$ cat src/rtl/debug_trace_pkg.sv
// -----------------------------------------------------------------------------
// debug_trace_pkg
// Shared types and constants for the debug trace receive path.
//   NIBBLES_PER_FRAME : nibbles per trace frame (LSB nibble first on the wire)
//   PC_LSB / PC_MSB   : PC bit range carried by one frame
//   trace_word_t      : one reassembled frame, pc[PC_MSB:PC_LSB]
//   trace_state_t     : deserializer FSM states
// -----------------------------------------------------------------------------
package debug_trace_pkg;

    localparam int NIBBLES_PER_FRAME = 4;
    localparam int PC_LSB            = 2;
    localparam int PC_MSB            = 17;

    typedef logic [PC_MSB-PC_LSB:0] trace_word_t;

    typedef enum logic [1:0] {
        IDLE = 2'd0,
        N1   = 2'd1,
        N2   = 2'd2,
        N3   = 2'd3
    } trace_state_t;

endpackage

$ cat src/rtl/trace_fifo.sv
// -----------------------------------------------------------------------------
// trace_fifo
// Synchronous FIFO with a registered head word and valid/ready pop side.
// Parameters:
//   DEPTH  : number of words (power of two, >= 2)
//   WORD_T : stored word type
// Ports:
//   clock_i, resetn_i : clock, asynchronous active-low reset
//   clear_i           : synchronous flush, wins over push and pop
//   push_i/push_data_i: write request and data
//   pop_ready_i       : consumer accepts head word (pop when valid_o=1)
//   valid_o, data_o   : FIFO non-empty, registered head word
//   level_o           : occupancy 0..DEPTH
//   drop_o            : pulse, a push was rejected because the FIFO was full
// -----------------------------------------------------------------------------
module trace_fifo
    import debug_trace_pkg::*;
#(
    parameter int  DEPTH  = 8,
    parameter type WORD_T = trace_word_t
) (
    input  logic                     clock_i,
    input  logic                     resetn_i,
    input  logic                     clear_i,
    input  logic                     push_i,
    input  WORD_T                    push_data_i,
    input  logic                     pop_ready_i,
    output logic                     valid_o,
    output WORD_T                    data_o,
    output logic [$clog2(DEPTH):0]   level_o,
    output logic                     drop_o
);

    localparam int PTR_W = $clog2(DEPTH);
    localparam int LVL_W = PTR_W + 1;

    WORD_T              mem_q [DEPTH];
    logic [PTR_W-1:0]   wr_ptr_q, wr_ptr_d;
    logic [PTR_W-1:0]   rd_ptr_q, rd_ptr_d;
    logic [LVL_W-1:0]   level_q, level_d;
    WORD_T              head_q, head_d;
    logic               full;
    logic               pop;
    logic               push_ok;
    logic               do_write;

    assign full    = (level_q == LVL_W'(DEPTH));
    assign pop     = (level_q != '0) && pop_ready_i;
    // A full FIFO still accepts a push when the head leaves in the same cycle.
    assign push_ok = push_i && (!full || pop);

    always_comb begin
        wr_ptr_d = wr_ptr_q;
        rd_ptr_d = rd_ptr_q;
        level_d  = level_q;
        head_d   = head_q;
        do_write = 1'b0;
        drop_o   = 1'b0;
        if (clear_i) begin
            wr_ptr_d = '0;
            rd_ptr_d = '0;
            level_d  = '0;
            head_d   = '0;
        end else begin
            do_write = push_ok;
            drop_o   = push_i && !push_ok;
            if (push_ok) wr_ptr_d = wr_ptr_q + 1'b1;
            if (pop)     rd_ptr_d = rd_ptr_q + 1'b1;
            if (push_ok && !pop)      level_d = level_q + 1'b1;
            else if (pop && !push_ok) level_d = level_q - 1'b1;
            // Preload the head register with whatever word will be at the
            // front next cycle; bypass the write when it lands in that slot.
            if (level_d != '0) begin
                if (push_ok && (wr_ptr_q == rd_ptr_d)) head_d = push_data_i;
                else                                   head_d = mem_q[rd_ptr_d];
            end
        end
    end

    // Storage carries no reset; only pointers and the head are reset.
    always_ff @(posedge clock_i) begin
        if (do_write) mem_q[wr_ptr_q] <= push_data_i;
    end

    always_ff @(posedge clock_i or negedge resetn_i) begin
        if (!resetn_i) begin
            wr_ptr_q <= '0;
            rd_ptr_q <= '0;
            level_q  <= '0;
            head_q   <= '0;
        end else begin
            wr_ptr_q <= wr_ptr_d;
            rd_ptr_q <= rd_ptr_d;
            level_q  <= level_d;
            head_q   <= head_d;
        end
    end

    assign valid_o = (level_q != '0);
    assign data_o  = head_q;
    assign level_o = level_q;

endmodule

$ cat src/rtl/debug_trace_deserializer.sv
// -----------------------------------------------------------------------------
// debug_trace_deserializer
// Receives the 6-pin debug trace bus {debug_clock, valid, data[3:0]},
// synchronizes it into the local clock domain, samples on the falling edge
// of debug_clock, reassembles 4-nibble frames into pc[17:2] and queues them.
// Parameters:
//   DEPTH       : FIFO depth in words (power of two, 2..64)
//   SYNC_STAGES : synchronizer flops per input bit (>= 2)
// Ports:
//   clock, resetn            : local clock (>= 3x debug_clock), async active-low reset
//   dbg_clock_in/valid/data  : asynchronous trace pins
//   clear                    : synchronous flush of FIFO and sticky flags
//   out_valid/out_ready/out_data : head-of-FIFO handshake, {nib3..nib0}
//   level                    : FIFO occupancy
//   overflow                 : sticky, frame dropped on full FIFO
//   frame_error              : sticky, valid seen mid-frame
//   drop_count               : only with DEBUG_TRACE_DROP_COUNT_EN defined;
//                              saturating count of drops and frame errors
// -----------------------------------------------------------------------------
module debug_trace_deserializer
    import debug_trace_pkg::*;
#(
    parameter int DEPTH       = 8,
    parameter int SYNC_STAGES = 2
) (
    input  logic                   clock,
    input  logic                   resetn,
    input  logic                   dbg_clock_in,
    input  logic                   dbg_valid_in,
    input  logic [3:0]             dbg_data_in,
    input  logic                   clear,
    output logic                   out_valid,
    input  logic                   out_ready,
    output logic [15:0]            out_data,
    output logic [$clog2(DEPTH):0] level,
    output logic                   overflow,
    output logic                   frame_error
`ifdef DEBUG_TRACE_DROP_COUNT_EN
    ,
    output logic [15:0]            drop_count
`endif
);

    // ---------------- input synchronizers ----------------
    logic [5:0]                        pins;
    logic [SYNC_STAGES-1:0][5:0]       sync_q;
    logic                              hist_q;
    logic                              strobe;
    logic                              s_valid;
    logic [3:0]                        s_data;

    assign pins = {dbg_clock_in, dbg_valid_in, dbg_data_in};

    always_ff @(posedge clock or negedge resetn) begin
        if (!resetn) begin
            sync_q <= '0;
            hist_q <= 1'b0;
        end else begin
            sync_q <= {sync_q[SYNC_STAGES-2:0], pins};
            hist_q <= sync_q[SYNC_STAGES-1][5];
        end
    end

    // Falling debug_clock is mid-symbol; valid/data come from the same stage
    // as the edge so all three are consistent.
    assign strobe  = hist_q & ~sync_q[SYNC_STAGES-1][5];
    assign s_valid = sync_q[SYNC_STAGES-1][4];
    assign s_data  = sync_q[SYNC_STAGES-1][3:0];

    // ---------------- frame FSM ----------------
    trace_state_t                              state_q, state_d;
    logic [NIBBLES_PER_FRAME-2:0][3:0]         nib_q, nib_d;
    logic                                      push_q, push_d;
    trace_word_t                               word_q, word_d;
    logic                                      ferr_event;

    always_comb begin
        state_d    = state_q;
        nib_d      = nib_q;
        push_d     = 1'b0;
        word_d     = word_q;
        ferr_event = 1'b0;
        if (strobe) begin
            if (s_valid && (state_q != IDLE)) begin
                // Truncated frame: drop what we have and resync on this nibble.
                ferr_event = 1'b1;
                nib_d[0]   = s_data;
                state_d    = N1;
            end else begin
                unique case (state_q)
                    IDLE: begin
                        if (s_valid) begin
                            nib_d[0] = s_data;
                            state_d  = N1;
                        end
                    end
                    N1: begin
                        nib_d[1] = s_data;
                        state_d  = N2;
                    end
                    N2: begin
                        nib_d[2] = s_data;
                        state_d  = N3;
                    end
                    N3: begin
                        word_d  = {s_data, nib_q};
                        push_d  = 1'b1;
                        state_d = IDLE;
                    end
                endcase
            end
        end
    end

    always_ff @(posedge clock or negedge resetn) begin
        if (!resetn) begin
            state_q <= IDLE;
            nib_q   <= '0;
            push_q  <= 1'b0;
            word_q  <= '0;
        end else begin
            state_q <= state_d;
            nib_q   <= nib_d;
            push_q  <= push_d;
            word_q  <= word_d;
        end
    end

    // ---------------- FIFO ----------------
    logic fifo_drop;

    trace_fifo #(
        .DEPTH  (DEPTH),
        .WORD_T (trace_word_t)
    ) u_fifo (
        .clock_i     (clock),
        .resetn_i    (resetn),
        .clear_i     (clear),
        .push_i      (push_q),
        .push_data_i (word_q),
        .pop_ready_i (out_ready),
        .valid_o     (out_valid),
        .data_o      (out_data),
        .level_o     (level),
        .drop_o      (fifo_drop)
    );

    // ---------------- sticky flags ----------------
    logic overflow_q, overflow_d;
    logic frame_error_q, frame_error_d;

    always_comb begin
        overflow_d    = overflow_q | fifo_drop;
        frame_error_d = frame_error_q | ferr_event;
        if (clear) begin
            overflow_d    = 1'b0;
            frame_error_d = 1'b0;
        end
    end

    always_ff @(posedge clock or negedge resetn) begin
        if (!resetn) begin
            overflow_q    <= 1'b0;
            frame_error_q <= 1'b0;
        end else begin
            overflow_q    <= overflow_d;
            frame_error_q <= frame_error_d;
        end
    end

    assign overflow    = overflow_q;
    assign frame_error = frame_error_q;

`ifdef DEBUG_TRACE_DROP_COUNT_EN
    logic [15:0] drop_count_q, drop_count_d;
    logic [16:0] drop_sum;

    // A drop (from last cycle's push) and a frame error can coincide: add 2.
    assign drop_sum = {1'b0, drop_count_q} + 17'(fifo_drop) + 17'(ferr_event);

    always_comb begin
        drop_count_d = drop_sum[16] ? 16'hFFFF : drop_sum[15:0];
        if (clear) drop_count_d = '0;
    end

    always_ff @(posedge clock or negedge resetn) begin
        if (!resetn) drop_count_q <= '0;
        else         drop_count_q <= drop_count_d;
    end

    assign drop_count = drop_count_q;
`endif

endmodule

$ cat config.mk
export PLATFORM = sky130hd
export DESIGN_NAME = debug_trace_deserializer
export DESIGN_NICKNAME = d
export VERILOG_FILES = /design/src/rtl/debug_trace_pkg.sv /design/src/rtl/trace_fifo.sv /design/src/rtl/debug_trace_deserializer.sv
export SDC_FILE = /design/constraint.sdc
export NUM_CORES = 1
export LEC_CHECK = 0
export CAP_MARGIN = 20
export CORE_MARGIN = 2
export CORE_UTILIZATION = 60
export CTS_BUF_LIST = sky130_fd_sc_hd__clkbuf_4
export CTS_CLUSTER_DIAMETER = 30
export DETAILED_ROUTE_END_ITERATION = 6
export GPL_TIMING_DRIVEN = 0
export PLACE_DENSITY_LB_ADDON = 0.25
export REMOVE_ABC_BUFFERS = 1
export SKIP_LAST_GASP = 1
export SLEW_MARGIN = 0
export SYNTH_ARGS = -nofsm -noshare
export SYNTH_HDL_FRONTEND = slang
export SYNTH_HIERARCHICAL = 1
export SYNTH_SLANG_ARGS = --single-unit
$ cat constraint.sdc
create_clock -name clock -period 11.2 [get_ports clock]
set_input_delay 1.68 -clock clock [delete_from_list [all_inputs] [get_ports clock]]
set_output_delay 1.68 -clock clock [all_outputs]
set_load 0.02 [all_outputs]
* Word-level counts from Yosys, hierarchy flattened *
Memories as Yosys holds them, arrays and structs flattened.
Index checks and enable logic that the tools add are counted.

word-level totals
  register bits after elaboration = 72
  input port bits = 10
  word-level logic and storage cells = 84
  bits in latches = 0
  output and inout port bits = 23
  memories = 1
  memory bits (read-only) = 0
  bits in writable memories = 128

cells by class
  bitwise logic cells = 5
  $lt $le $gt $ge = 0
  shifts and indexed selects = 0
  divide/modulo/power cells = 0
  eq/ne operators = 6
  reductions and logical operators = 24
  add/sub/neg operators = 4
  $mul = 0
  multiplexer cells = 29

memory list
  name          words  width  rd ports  clocked after Yosys merged registers in  wr ports  RTL line          text
  u_fifo.mem_q  8      16     1         0                                        1         trace_fifo.sv:37  WORD_T mem_q [DEPTH];

operators with widths
  cell                 count
  $mux 16              3
  $mux 4               7
  $mux 3               5
  $reduce_and 3->1     4
  $mux 1               11
  $reduce_bool 2->1    5
  $pmux 2 s4           1
  $reduce_bool 4->1    2
  $logic_and 1x1->1    7
  $add 3x1->3 const B  2
  $add 4x1->4 const B  1
  $eq 2x2->1 const B   2
  $eq 4x4->1 const B   1
  $mux 2               2
  $sub 4x1->4 const B  1
  $eq 3x3->1           1
  $logic_not 1->1      3
  $ne 3x3->1 const B   1
  $eq 2x1->1 const B   1
  $logic_not 2->1      1
  $not 1->1            2
  $or 1x1->1           2
  $reduce_and 2->1     1
  $and 1x1->1          1
  $logic_or 1x1->1     1

* Logic depth before layout (Yosys ltp) *
Gate-level depths: netlist of run 1.

  depth after elaboration = 12
  mapped depth = 12
  depth with buffers taken out = 9

* By module *
The synthesis of run 1 kept the hierarchy.

modules (own cells, without submodules)
  module                    area each (sq um)  sequential area each (sq um)  times used  cells an instance
  trace_fifo                6,521.3            4,494.3                       1           414
  debug_trace_deserializer  1,705.4            1,151.1                       1           102

* Least setup slack after synthesis of run 1 *
OpenSTA, ideal clock, no wires.

  path type = input to register
  start point = input port out_ready
  end point = memory u_fifo/mem_q[4][0] (netlist name) (enable)
  setup slack = 6.810 ns
  arrival time = 3.954 ns
  path buffers = 0
  data required time = 10.764 ns
  stages on the path = 4
  cells stage by stage = or3b_2 and2_0 nand2b_1 nor4b_1

between the ends
  word-level cells in the longest chain between the ends = 6

RTL lines
  item                          RTL line                        text
  from (decl)                   debug_trace_deserializer.sv:33  input logic out_ready,
  $logic_and 1x1->1             trace_fifo.sv:48                assign pop = (level_q != '0) && pop_ready_i;
  $logic_or 1x1->1              trace_fifo.sv:50                assign push_ok = push_i && (!full || pop);
  $logic_and 1x1->1             trace_fifo.sv:50
  $mux 1                        trace_fifo.sv:59                if (clear_i) begin
  $mux 1                        trace_fifo.sv:82                if (do_write) mem_q[wr_ptr_q] <= push_data_i;
  $mux 1 (not written as such)  trace_fifo.sv:82
  to (decl)                     trace_fifo.sv:37

No other way between the ends.

* Worst setup path after layout of run 1 *
  start point = input port out_ready
  end point = register u_fifo.head_q, in the netlist u_fifo/data_o[1]

between the ends
  word-level cells in the longest chain between the ends = 10
  elaborated cells between the ends (all ways) = 20

RTL lines
  item                                                                  RTL line          text
  $logic_and 1x1->1 *                                                   trace_fifo.sv:48
  parallel branches: the longest is 9 deep, another holds $mem_v2 8x16  n/a
  to (signal assigned)                                                  trace_fifo.sv:90  head_q <= '0;
  to (signal assigned)                                                  trace_fifo.sv:95  head_q <= head_d;
  to (decl)                                                             trace_fifo.sv:41  WORD_T head_q, head_d;

Mark *: on every way between the ends. The select of a mux whose other input is x is not followed.
A chain may end at the register's enable or synchronous reset.

==> results of run 1 <==
## registers in the layout (all words and copies together), names as in the netlist, 2 cells and up
signal and cells:
nib_q 12, u_fifo/level_o 4, word_q 16, state_q 2, s_data 4, u_fifo/wr_ptr_q 3
u_fifo/data_o 16, u_fifo/rd_ptr_q 3, u_fifo/mem_q 128, sync_q 7
## cells by family (layout without fill, tap and decap cells)
logic type / Yosys count / after routing / synth area share (%)
AND/OR/NAND/NOR: 90 / 90 / 6.403
adder cells (fa/ha/maj): 8 / 8 / 1.217
flip-flops: 200 / 200 / 68.62
XOR/XNOR: 9 / 9 / 1.141
buffers and inverters: 50 / 105 / 3.483
AO/OA/AOI/OAI: 66 / 66 / 6.494
multiplexers: 93 / 93 / 12.64
## worst max-delay path: cells and delay by family
| family | cells | cell delay [ns] |
|---|---|---|
| and+or+nand+nor | 3 | 1.49 |
| buffers and inverters | 1 | 0.80 |
| AOI/OAI and AO/OA | 3 | 0.83 |
## per-stage QoR
step           std cells  setup slack, ns
5_1_grt              747            6.614
3_3_place_gp         697            4.113
3_5_place_dp         715            6.276
6_report             747            6.804
2_1_floorplan        489            6.352
4_1_cts              747            6.913
## cell type report
cell class | count | area (µm²) | area share (%)
multi-input combinational | 266 | 2347 | 25.67
clock buffer | 19 | 142.6 | 1.560
timing repair buffer | 50 | 550.5 | 6.020
tap | 176 | 220.2 | 2.408
clock inverter | 13 | 152.6 | 1.669
inverter | 23 | 86.33 | 0.9440
sequential | 200 | 5645 | 61.73
## cell usage in the layout, fill, tap and decap left out, types with 3 or more instances in the layout
cell type and instances:
mux2i_1 33, buf_8 3, mux2_4 9, a31oi_1 5
and2_1 3, edfxtp_1 128, ha_1 8, mux2_2 51
buf_4 5, a22oi_1 17, bufinv_16 3, buf_6 8
clkinv_1 3, nor2b_1 8, clkdlybuf4s50_1 31, nor2_1 14
o221ai_1 33, nand2_1 12, dfrtp_1 72, clkbuf_4 19
nand3_1 22, inv_1 23, nand2b_1 3, xnor2_1 6
## metal layers
layer / track usage, % / share of wire [%] / wire, µm
met1: 31.52 / 43 / 6860
met2: 39.15 / 51 / 8285
met3: 5.592 / 4.6 / 735
met4: 7.413 / 1.6 / 257
met5: 0 / 0 / 0
## where the power goes
part           internal (W)  switching, W
clock              0.000159      0.000228
sequential         0.000930      0.000110
combinational      0.000369      0.000395
total               0.00146      0.000734
## worst max-delay path by stage
stage	from	slack, ns	endpoint	cells after the start
2_1_floorplan	out_ready	6.35	u_fifo/data_o[14]$_DFFE_PN0P_	5
3_3_place_gp	out_ready	4.11	u_fifo/mem_q[4][0]$_DFFE_PP_	5
3_5_place_dp	out_ready	6.28	u_fifo/data_o[1]$_DFFE_PN0P_	7
4_1_cts	out_ready	6.91	u_fifo/data_o[1]$_DFFE_PN0P_	7
5_1_grt	out_ready	6.61	u_fifo/data_o[6]$_DFFE_PN0P_	7
6_report	out_ready	6.80	u_fifo/data_o[1]$_DFFE_PN0P_	7
==> reports/summary.txt, run 1 <==
TritonCTS Buffers: 17
r2r setup slk: 7.62 ns
first-pass GRT wire length: 25670 µm
Leakage: 3.503 nW
chip height: 121.1 µm
GP Congestion: 0.7612
initial antenna violation count: 0
mean post-synth cell area: 15.94 µm²
clock root buffer: clkbuf_4
Mapped Cells: 516
TritonCTS clock tree: yes
reg-to-reg critical path endpoint: u_fifo/data_o[1]$_DFFE_PN0P_
# rows: 42
Boundary Pins: 33
status: complete, no violations
hpwl dp: 10430 µm
placed cell area: 0.008850 mm²
Nets: 576
number of synthesis warnings: 6
Setup TNS Final: 0 ns
Chip Width: 121.1 µm
mapped cell area: 0.008227 mm²
placeable core area: 0.01330 mm²
Setup crit start kind: input port
register area share after synthesis: 68.62%
proportion of layout cells with a drive suffix above 1: 22.07%
Max-Slew Margin vs Limit: 29.43%
deepest clock path buffer count: 2
H-tree Lvls: 4
Crit. End Element: register
critical path peak fanout: 32
Slowest-stage cell, CP: nand4b_2
Max Freq: 227.5 MHz
DR DRC count: 0
largest net degree at the start of global routing: 61
ANT cells: 0
hold wc startpoint: sync_q[0]$_DFF_PN0_
most numerous cell in the Yosys netlist: edfxtp_1
Pwr Total: 0.002192 W
Max Transition Viols Final: 0
max incr delay on CP: 0.95 ns
Hold Path Class: reg -> reg
IO Port Bufs: 32
Starting DRT DRC Count: 388
router iterations before antenna repair: 5
postcts setup bufs: 0
pwr dens: 239.7 mW/mm²
synth top area cells: edfxtp_1 47%, dfrtp_1 22%, mux2_2 7.0%, mux2i_1 4.0%, o221ai_1 3.5%
Period minus WS final: 4.396 ns
Vias: 4572
area grow syn2layout: 11.16%
Critical Path RT: 11.63 ns
cts repair resizes: 0
Commonest cells post-synth: 128 x edfxtp_1, 72 x dfrtp_1, 51 x mux2_2
CTS sink count: 200
reg2reg path depth: 7
fillcell total: 878
Final setup viols: 0
Synth top area share: 46.72%
CTS Hold Bufs: 0
Hold Path Sink: s_data[0]$_DFF_PN0_
Synth Flop Type: edfxtp_1
clk_lat worst skew: 0.56 ns
drt wl/cell: 21.60 µm
Synth cell types: 53
Yosys top cell by area: edfxtp_1
Yosys reg bits: 200
Slew @ Worst Pin: 1.055 ns
VDD IR max: 141.8 µV
fin crit share: 39.25%
Max-Cap Viols: 0
final count of hold timing violations: 0
die area: 0.01466 mm²
Hold Worst Slack: 0.3641 ns
critical path, cell by cell: clkdlybuf4s50_1, o21ai_0, nor3b_1, a311oi_1, nand4b_2, nand3_1, o221ai_1
RSZ-0062 raised after global routing: false
WS Path Type: in -> reg
Post-synth EDFFs: 128
async set or reset register ratio after synthesis: 36.00%
Fin Clk Skew: 0.01994 ns
post-route design area: 0.009145 mm²
WL final: 16140 µm
DR vias/cell: 6.120
Worst R2R Start: u_fifo/level_o[0]$_DFF_PN0_
Crit path arrival time: 4.83 ns
hold depth: 0
Antenna Violating Nets Remaining: 0
fin util: 68.78%
vias in the first global route: 4766
GRT Total Usage: 23.73%
Reg clk slew, reported paths: 0.15 ns
grt total ovfl: 0
Starting Density: 61.88%
No activity file was read; power rests on OpenSTA's default activity.
==> inputs of run 2 (changes only) <==
--- a/config.mk
+++ b/config.mk
@@ -7,7 +7,7 @@
 export LEC_CHECK = 0
 export CAP_MARGIN = 20
 export CORE_MARGIN = 2
-export CORE_UTILIZATION = 60
+export CORE_UTILIZATION = 57
 export CTS_BUF_LIST = sky130_fd_sc_hd__clkbuf_4
 export CTS_CLUSTER_DIAMETER = 30
 export DETAILED_ROUTE_END_ITERATION = 6
==> constraint.sdc (replaced) <==
create_clock -name clock -period 3.9 [get_ports clock]
set_input_delay 0.585 -clock clock [delete_from_list [all_inputs] [get_ports clock]]
set_output_delay 0.585 -clock clock [all_outputs]
set_load 0.02 [all_outputs]
==> reports/summary.txt, run 2 (synthesis gave the netlist of run 1 again) <==
clk_lat worst skew: 0.56 ns (about the same)
Max-Slew Margin vs Limit: 30.61% (was 29.43%)
TritonCTS Buffers: 17 (unchanged)
Comb power frac: 35.5% (was 34.9%)
critical path peak fanout: 18 (was 32)
deepest clock path buffer count: 2 (unchanged)
M1 WL: 6899 µm (was 6860 µm)
hpwl dp: 10040 µm (was 10430 µm)
Fin Clk Skew: 0.01524 ns (was 0.01994 ns)
Vias: 4525 (was 4572)
placed cell count: 717 (was 715)
# rows: 43 (was 42)
placed cell area: 0.008825 mm² (was 0.008850 mm²)
first-pass GRT wire length: 24760 µm (was 25670 µm)
Leakage: 3.520 nW (was 3.503 nW)
Max Transition Viols Final: 0 (unchanged)
cts repair resizes: 0 (unchanged)
final cell count without fillers: 752 (was 747)
DR vias/cell: 6.017 (was 6.120)
fin crit share: 85.31%
router iterations before antenna repair: 5 (unchanged)
max reg flops: 128 (unchanged)
commonest non-fill, non-tap cell in the layout: edfxtp_1 (unchanged)
die area: 0.01541 mm² (was 0.01466 mm²)
Net Sw Frac: 32.79% (was 33.49%)
proportion of layout cells with a drive suffix above 1: 22.24% (was 22.07%)
Hold Path Class: reg -> reg (unchanged)
vias in the first global route: 4593 (was 4766)
area grow syn2layout: 11.27% (was 11.16%)
Antenna Violating Nets Remaining: 0 (unchanged)
Crit. End Element: register (unchanged)
GRT Total Usage: 22.32% (was 23.73%)
Crit path arrival time: 3.74 ns (was 4.83 ns)
Final setup viols: 0 (unchanged)
drt wl/cell: 20.67 µm (was 21.60 µm)
Period minus WS final: 3.327 ns
initial antenna violation count: 1 (was 0)
clock root buffer: clkbuf_4 (unchanged)
Chip Width: 124.1 µm (was 121.1 µm)
postcts setup bufs: 0 (unchanged)
Slew @ Worst Pin: 1.035 ns (was 1.055 ns)
pwr dens: 689.0 mW/mm² (was 239.7 mW/mm²)
DR DRC count: 0 (unchanged)
placeable core area: 0.01399 mm² (was 0.01330 mm²)
H-tree Lvls: 4 (unchanged)
Starting DRT DRC Count: 330 (was 388)
status: complete, no violations (unchanged)
GP Congestion: 0.8176 (was 0.7612)
RSZ-0062 raised after global routing: false (unchanged)
WL met3: 522 µm (was 735 µm)
WL final: 15540 µm (was 16140 µm)
Met2 Routed Length: 7678 µm (was 8285 µm)
Starting Density: 58.81% (was 61.88%)
Critical Path RT: 4.32 ns (was 11.63 ns)
post-route design area: 0.009154 mm² (was 0.009145 mm²)
TritonCTS clock tree: yes (unchanged)
Max-Cap Viols: 0 (unchanged)
CTS Hold Bufs: 1 (was 0)
Clock Power Share: 17.4% (was 17.7%)
Top Metal Used: met4 (unchanged)
Switch Pwr: 0.002068 W (was 0.0007339 W)
Reg clk slew, reported paths: 0.14 ns (was 0.15 ns)
largest register by flop count: u_fifo/mem_q (unchanged)
CTS sink count: 200 (unchanged)
Max Freq: 300.6 MHz
Cell Int Power: 0.004239 W (was 0.001458 W)
WS Path Type: reg -> reg (was in -> reg)
final count of hold timing violations: 0 (unchanged)
grt total ovfl: 0 (unchanged)
IO Port Bufs: 32 (unchanged)
Setup crit start kind: register (was input port)
VDD IR max: 383.0 µV (was 141.8 µV)
chip height: 124.1 µm (was 121.1 µm)
Nets: 576 (unchanged)
Boundary Pins: 33 (unchanged)
Reg power frac: 47.2% (was 47.5%)
most frequent cells in the layout: 128 x edfxtp_1, 72 x dfrtp_1, 51 x mux2_2 (unchanged)
largest net degree at the start of global routing: 65 (was 61)
run 2: cell count changes in the layout (fill, tap and decap cells not counted):
cell,change
diode_2,+1
dlygate4sd3_1,+1
clkinv_1,-2
clkinvlp_4,-2
buf_16,+1
clkbuf_4,+2
inv_2,+1
inv_6,-2
buf_4,+2
clkinv_2,+3
buf_6,-4
run 2: per-stage QoR:
step | setup slack, ns | util, % | total power (W) | TNS (ns) | hold WS (ns)
floorplan | -0.7135 | - | 0.004536 | -11.23 | 0.2894
global placement | -2.089 | 61.28 | 0.005038 | -188.38 | 0.3319
detailed placement | 0.1008 | 63.09 | 0.005206 | 0 | 0.3347
CTS | 0.3681 | 65.22 | 0.006286 | 0 | 0.3298
global route | 0.3739 | 65.44 | 0.006639 | 0 | 0.3346
finish | 0.5729 | 65.44 | 0.006307 | 0 | 0.3648
run 2: path summary, 6_finish.rpt:
kind | from | end | slack (ns) | depth (start not counted)
max | u_fifo/level_o[1]$_DFF_PN0_ | u_fifo/data_o[5]$_DFFE_PN0P_ | 0.57 | 8
max reg2reg | u_fifo/level_o[1]$_DFF_PN0_ | u_fifo/data_o[5]$_DFFE_PN0P_ | 0.57 | 8
min in group asynchronous | resetn | sync_q[1]$_DFF_PN0_ | 0.39 | 2
min reg2reg | sync_q[2]$_DFF_PN0_ | s_data[2]$_DFF_PN0_ | 0.36 | 0
min | sync_q[2]$_DFF_PN0_ | s_data[2]$_DFF_PN0_ | 0.36 | 0
max in group asynchronous | resetn | u_fifo/data_o[8]$_DFFE_PN0P_ | 2.95 | 3
run 2: cell type report:
cell class	instances	area (µm²)
inverters	23	86.33
diodes	1	2.502
flip-flops and latches	200	5645
clock buffers	21	157.7
multi-input cells	266	2347
fillers	979	4835
repair buffers	50	558.0
clock inverters	11	131.4
well taps	180	225.2
run 2: worst max-delay path, stage by stage (launching register included):
cell,delay (ns)
dfrtp_1,0.46
inv_1,0.12
ha_1,0.24
or3b_1,0.53
a311oi_1,0.57
nand4b_2,0.65
buf_16,0.39
nand3_1,0.09
o221ai_1,0.13
run 2: metal layers:
layer,track usage [%],vias to the layer above
met3,4.075,36
met1,30.06,2312
met5,0,-
met2,35.48,113
met4,10.53,0
li1,-,2064
run 2: power by group through the flow:
stage,clock network (W),registers (W),logic [W]
6_report,0.00110,0.00297,0.00224
5_1_grt,0.00120,0.00303,0.00242
4_1_cts,0.00112,0.00297,0.00219
3_5_place_dp,0,0.00302,0.00218
3_3_place_gp,0,0.00299,0.00205
2_1_floorplan,0,0.00300,0.00154
==> inputs of run 3 (changes only) <==
--- a/config.mk
+++ b/config.mk
@@ -6,6 +6,7 @@
 export NUM_CORES = 1
 export LEC_CHECK = 0
 export CAP_MARGIN = 20
+export CORE_ASPECT_RATIO = 1.5
 export CORE_MARGIN = 2
 export CORE_UTILIZATION = 57
 export CTS_BUF_LIST = sky130_fd_sc_hd__clkbuf_4
==> reports/summary.txt, run 3 (synthesis gave the netlist of run 1 again) <==
cts repair resizes: 0 (unchanged)
final cell count without fillers: 763 (was 752)
Starting DRT DRC Count: 333 (was 330)
fillcell total: 1035 (was 979)
Worst Path Buf+Inv: 1 (was 2)
status: complete, no violations (unchanged)
CTS Hold Bufs: 1 (unchanged)
post-route setup slack: 0.3007 ns (was 0.5729 ns)
max reg flops: 128 (unchanged)
max incr delay on CP: 0.85 ns (was 0.65 ns)
H-tree Lvls: 4 (unchanged)
largest register by flop count: u_fifo/mem_q (unchanged)
Post-Place Setup Slack: 0.08262 ns (was 0.1008 ns)
hpwl dp: 10600 µm (was 10040 µm)
Slew @ Worst Pin: 1.075 ns (was 1.035 ns)
Antenna Violating Nets Remaining: 0 (unchanged)
Vias: 4506 (was 4525)
Period minus WS final: 3.599 ns (was 3.327 ns)
Slowest-stage cell, CP: nand4b_2 (unchanged)
largest net degree at the start of global routing: 39 (was 65)
initial antenna violation count: 1 (unchanged)
Hold Path Class: reg -> reg (unchanged)
Boundary Pins: 33 (unchanged)
drt wl/cell: 20.44 µm (was 20.67 µm)
RSZ-0062 raised after global routing: false (unchanged)
Max-Cap Viols: 0 (unchanged)
CTS sink count: 200 (unchanged)
Crit path arrival time: 4.02 ns (was 3.74 ns)
clock root buffer: clkbuf_4 (unchanged)
Fin Clk Skew: 0.02095 ns (was 0.01524 ns)
placeable core area: 0.01406 mm² (was 0.01399 mm²)
chip height: 151.1 µm (was 124.1 µm)
Crit. End Element: register (unchanged)
Starting Density: 58.52% (was 58.81%)
die area: 0.01543 mm² (was 0.01541 mm²)
Chip Width: 102.1 µm (was 124.1 µm)
clk_lat worst skew: 0.57 ns (was 0.56 ns)
Max Freq: 277.8 MHz (was 300.6 MHz)
IO Port Bufs: 32 (unchanged)
Critical Path RT: 4.32 ns (about the same)
GP Congestion: 0.7409 (was 0.8176)
grt total ovfl: 0 (unchanged)
WL final: 15600 µm (was 15540 µm)
Setup TNS Final: 0 ns (unchanged)
fin util: 64.80% (was 65.44%)
pwr dens: 678.0 mW/mm² (was 689.0 mW/mm²)
fin crit share: 92.29% (was 85.31%)
WS Path Type: reg -> reg (unchanged)
most frequent cells in the layout: 128 x edfxtp_1, 72 x dfrtp_1, 51 x mux2_2 (unchanged)
first-pass GRT wire length: 24490 µm (was 24760 µm)
placed cell count: 729 (was 717)
TritonCTS Buffers: 17 (unchanged)
critical path peak fanout: 32 (was 18)
Leakage: 3.477 nW (was 3.520 nW)
Max-Slew Margin vs Limit: 28.07% (was 30.61%)
final count of hold timing violations: 0 (unchanged)
Nets: 575 (was 576)
critical path, cell by cell: inv_1, ha_1, or3b_1, a221oi_2, xnor2_1, nor2_2, nand4b_2, nand3_1, o221ai_1 (was inv_1, ha_1, or3b_1, a311oi_1, nand4b_2, buf_16, nand3_1, o221ai_1)
placed cell area: 0.008832 mm² (was 0.008825 mm²)
proportion of layout cells with a drive suffix above 1: 22.28% (was 22.24%)
Max Transition Viols Final: 0 (unchanged)
Final setup viols: 0 (unchanged)
Setup crit start kind: register (unchanged)
DR vias/cell: 5.906 (was 6.017)
TritonCTS clock tree: yes (unchanged)
deepest clock path buffer count: 2 (unchanged)
area grow syn2layout: 10.74% (was 11.27%)
vias in the first global route: 4617 (was 4593)
VDD IR max: 584.9 µV (was 383.0 µV)
Reg clk slew, reported paths: 0.15 ns (was 0.14 ns)
Top delay family on crit path: simple AND/OR/NAND/NOR gates (unchanged)
DR DRC count: 0 (unchanged)
router iterations before antenna repair: 5 (unchanged)
postcts setup bufs: 0 (unchanged)
# rows: 53 (was 43)
post-route design area: 0.009110 mm² (was 0.009154 mm²)
commonest non-fill, non-tap cell in the layout: edfxtp_1 (unchanged)
GRT Total Usage: 21.81% (was 22.32%)
## run 3: per-stage QoR
stage	total power, W	hold slack, ns
global placement	0.005060	0.3317
CTS	0.006223	0.3692
floorplan	0.004536	0.2894
global route	0.006497	0.3642
finish	0.006176	0.3619
detailed placement	0.005237	0.3347
## run 3: power by group
part | internal (W) | switching (W) | total, W | leakage, nW
logic | 0.00108 | 0.00112 | 0.00219 | 1.25
clock network | 0.000279 | 0.000724 | 0.00100 | 0.141
registers | 0.00267 | 0.000312 | 0.00298 | 2.08
total | 0.00402 | 0.00215 | 0.00618 | 3.48
## run 3: layout make-up
cell class	instances	area, µm²	area share [%]
sequential	200	5645	61.97
multi-input combinational	266	2347	25.77
timing repair buffer	49	523.0	5.741
tap	192	240.2	2.637
clock inverter	15	137.6	1.511
clock buffer	17	127.6	1.401
inverter	23	86.33	0.9477
antenna	1	2.502	0.02747
## run 3: per-layer routing
metal / global-route usage (%) / vias to the layer above / routed length (µm)
li1: - / 2068 / -
met3: 4.015 / 26 / 538
met2: 39.21 / 116 / 8588
met5: 0 / - / 0
met4: 9.133 / 0 / 469
met1: 25.34 / 2296 / 6000
## run 3: final timing paths
path	from	endpoint	slack [ns]	cells after the start
min in group asynchronous	resetn	sync_q[4]$_DFF_PN0_	0.48	2
hold / removal	sync_q[2]$_DFF_PN0_	s_data[2]$_DFF_PN0_	0.36	0
setup reg to reg	u_fifo/level_o[1]$_DFF_PN0_	u_fifo/data_o[8]$_DFFE_PN0P_	0.30	9
hold reg to reg	sync_q[2]$_DFF_PN0_	s_data[2]$_DFF_PN0_	0.36	0
setup / recovery	u_fifo/level_o[1]$_DFF_PN0_	u_fifo/data_o[8]$_DFFE_PN0P_	0.30	9
max in group asynchronous	resetn	word_q[1]$_DFFE_PN0P_	2.83	3
## run 3: worst reg2reg max path: stages (launching register included)
cell and delay (ns):
dfrtp_1 0.47, inv_1 0.11, ha_1 0.24, or3b_1 0.53, a221oi_2 0.33, xnor2_1 0.13
nor2_2 0.20, nand4b_2 0.86, nand3_1 0.42, o221ai_1 0.17
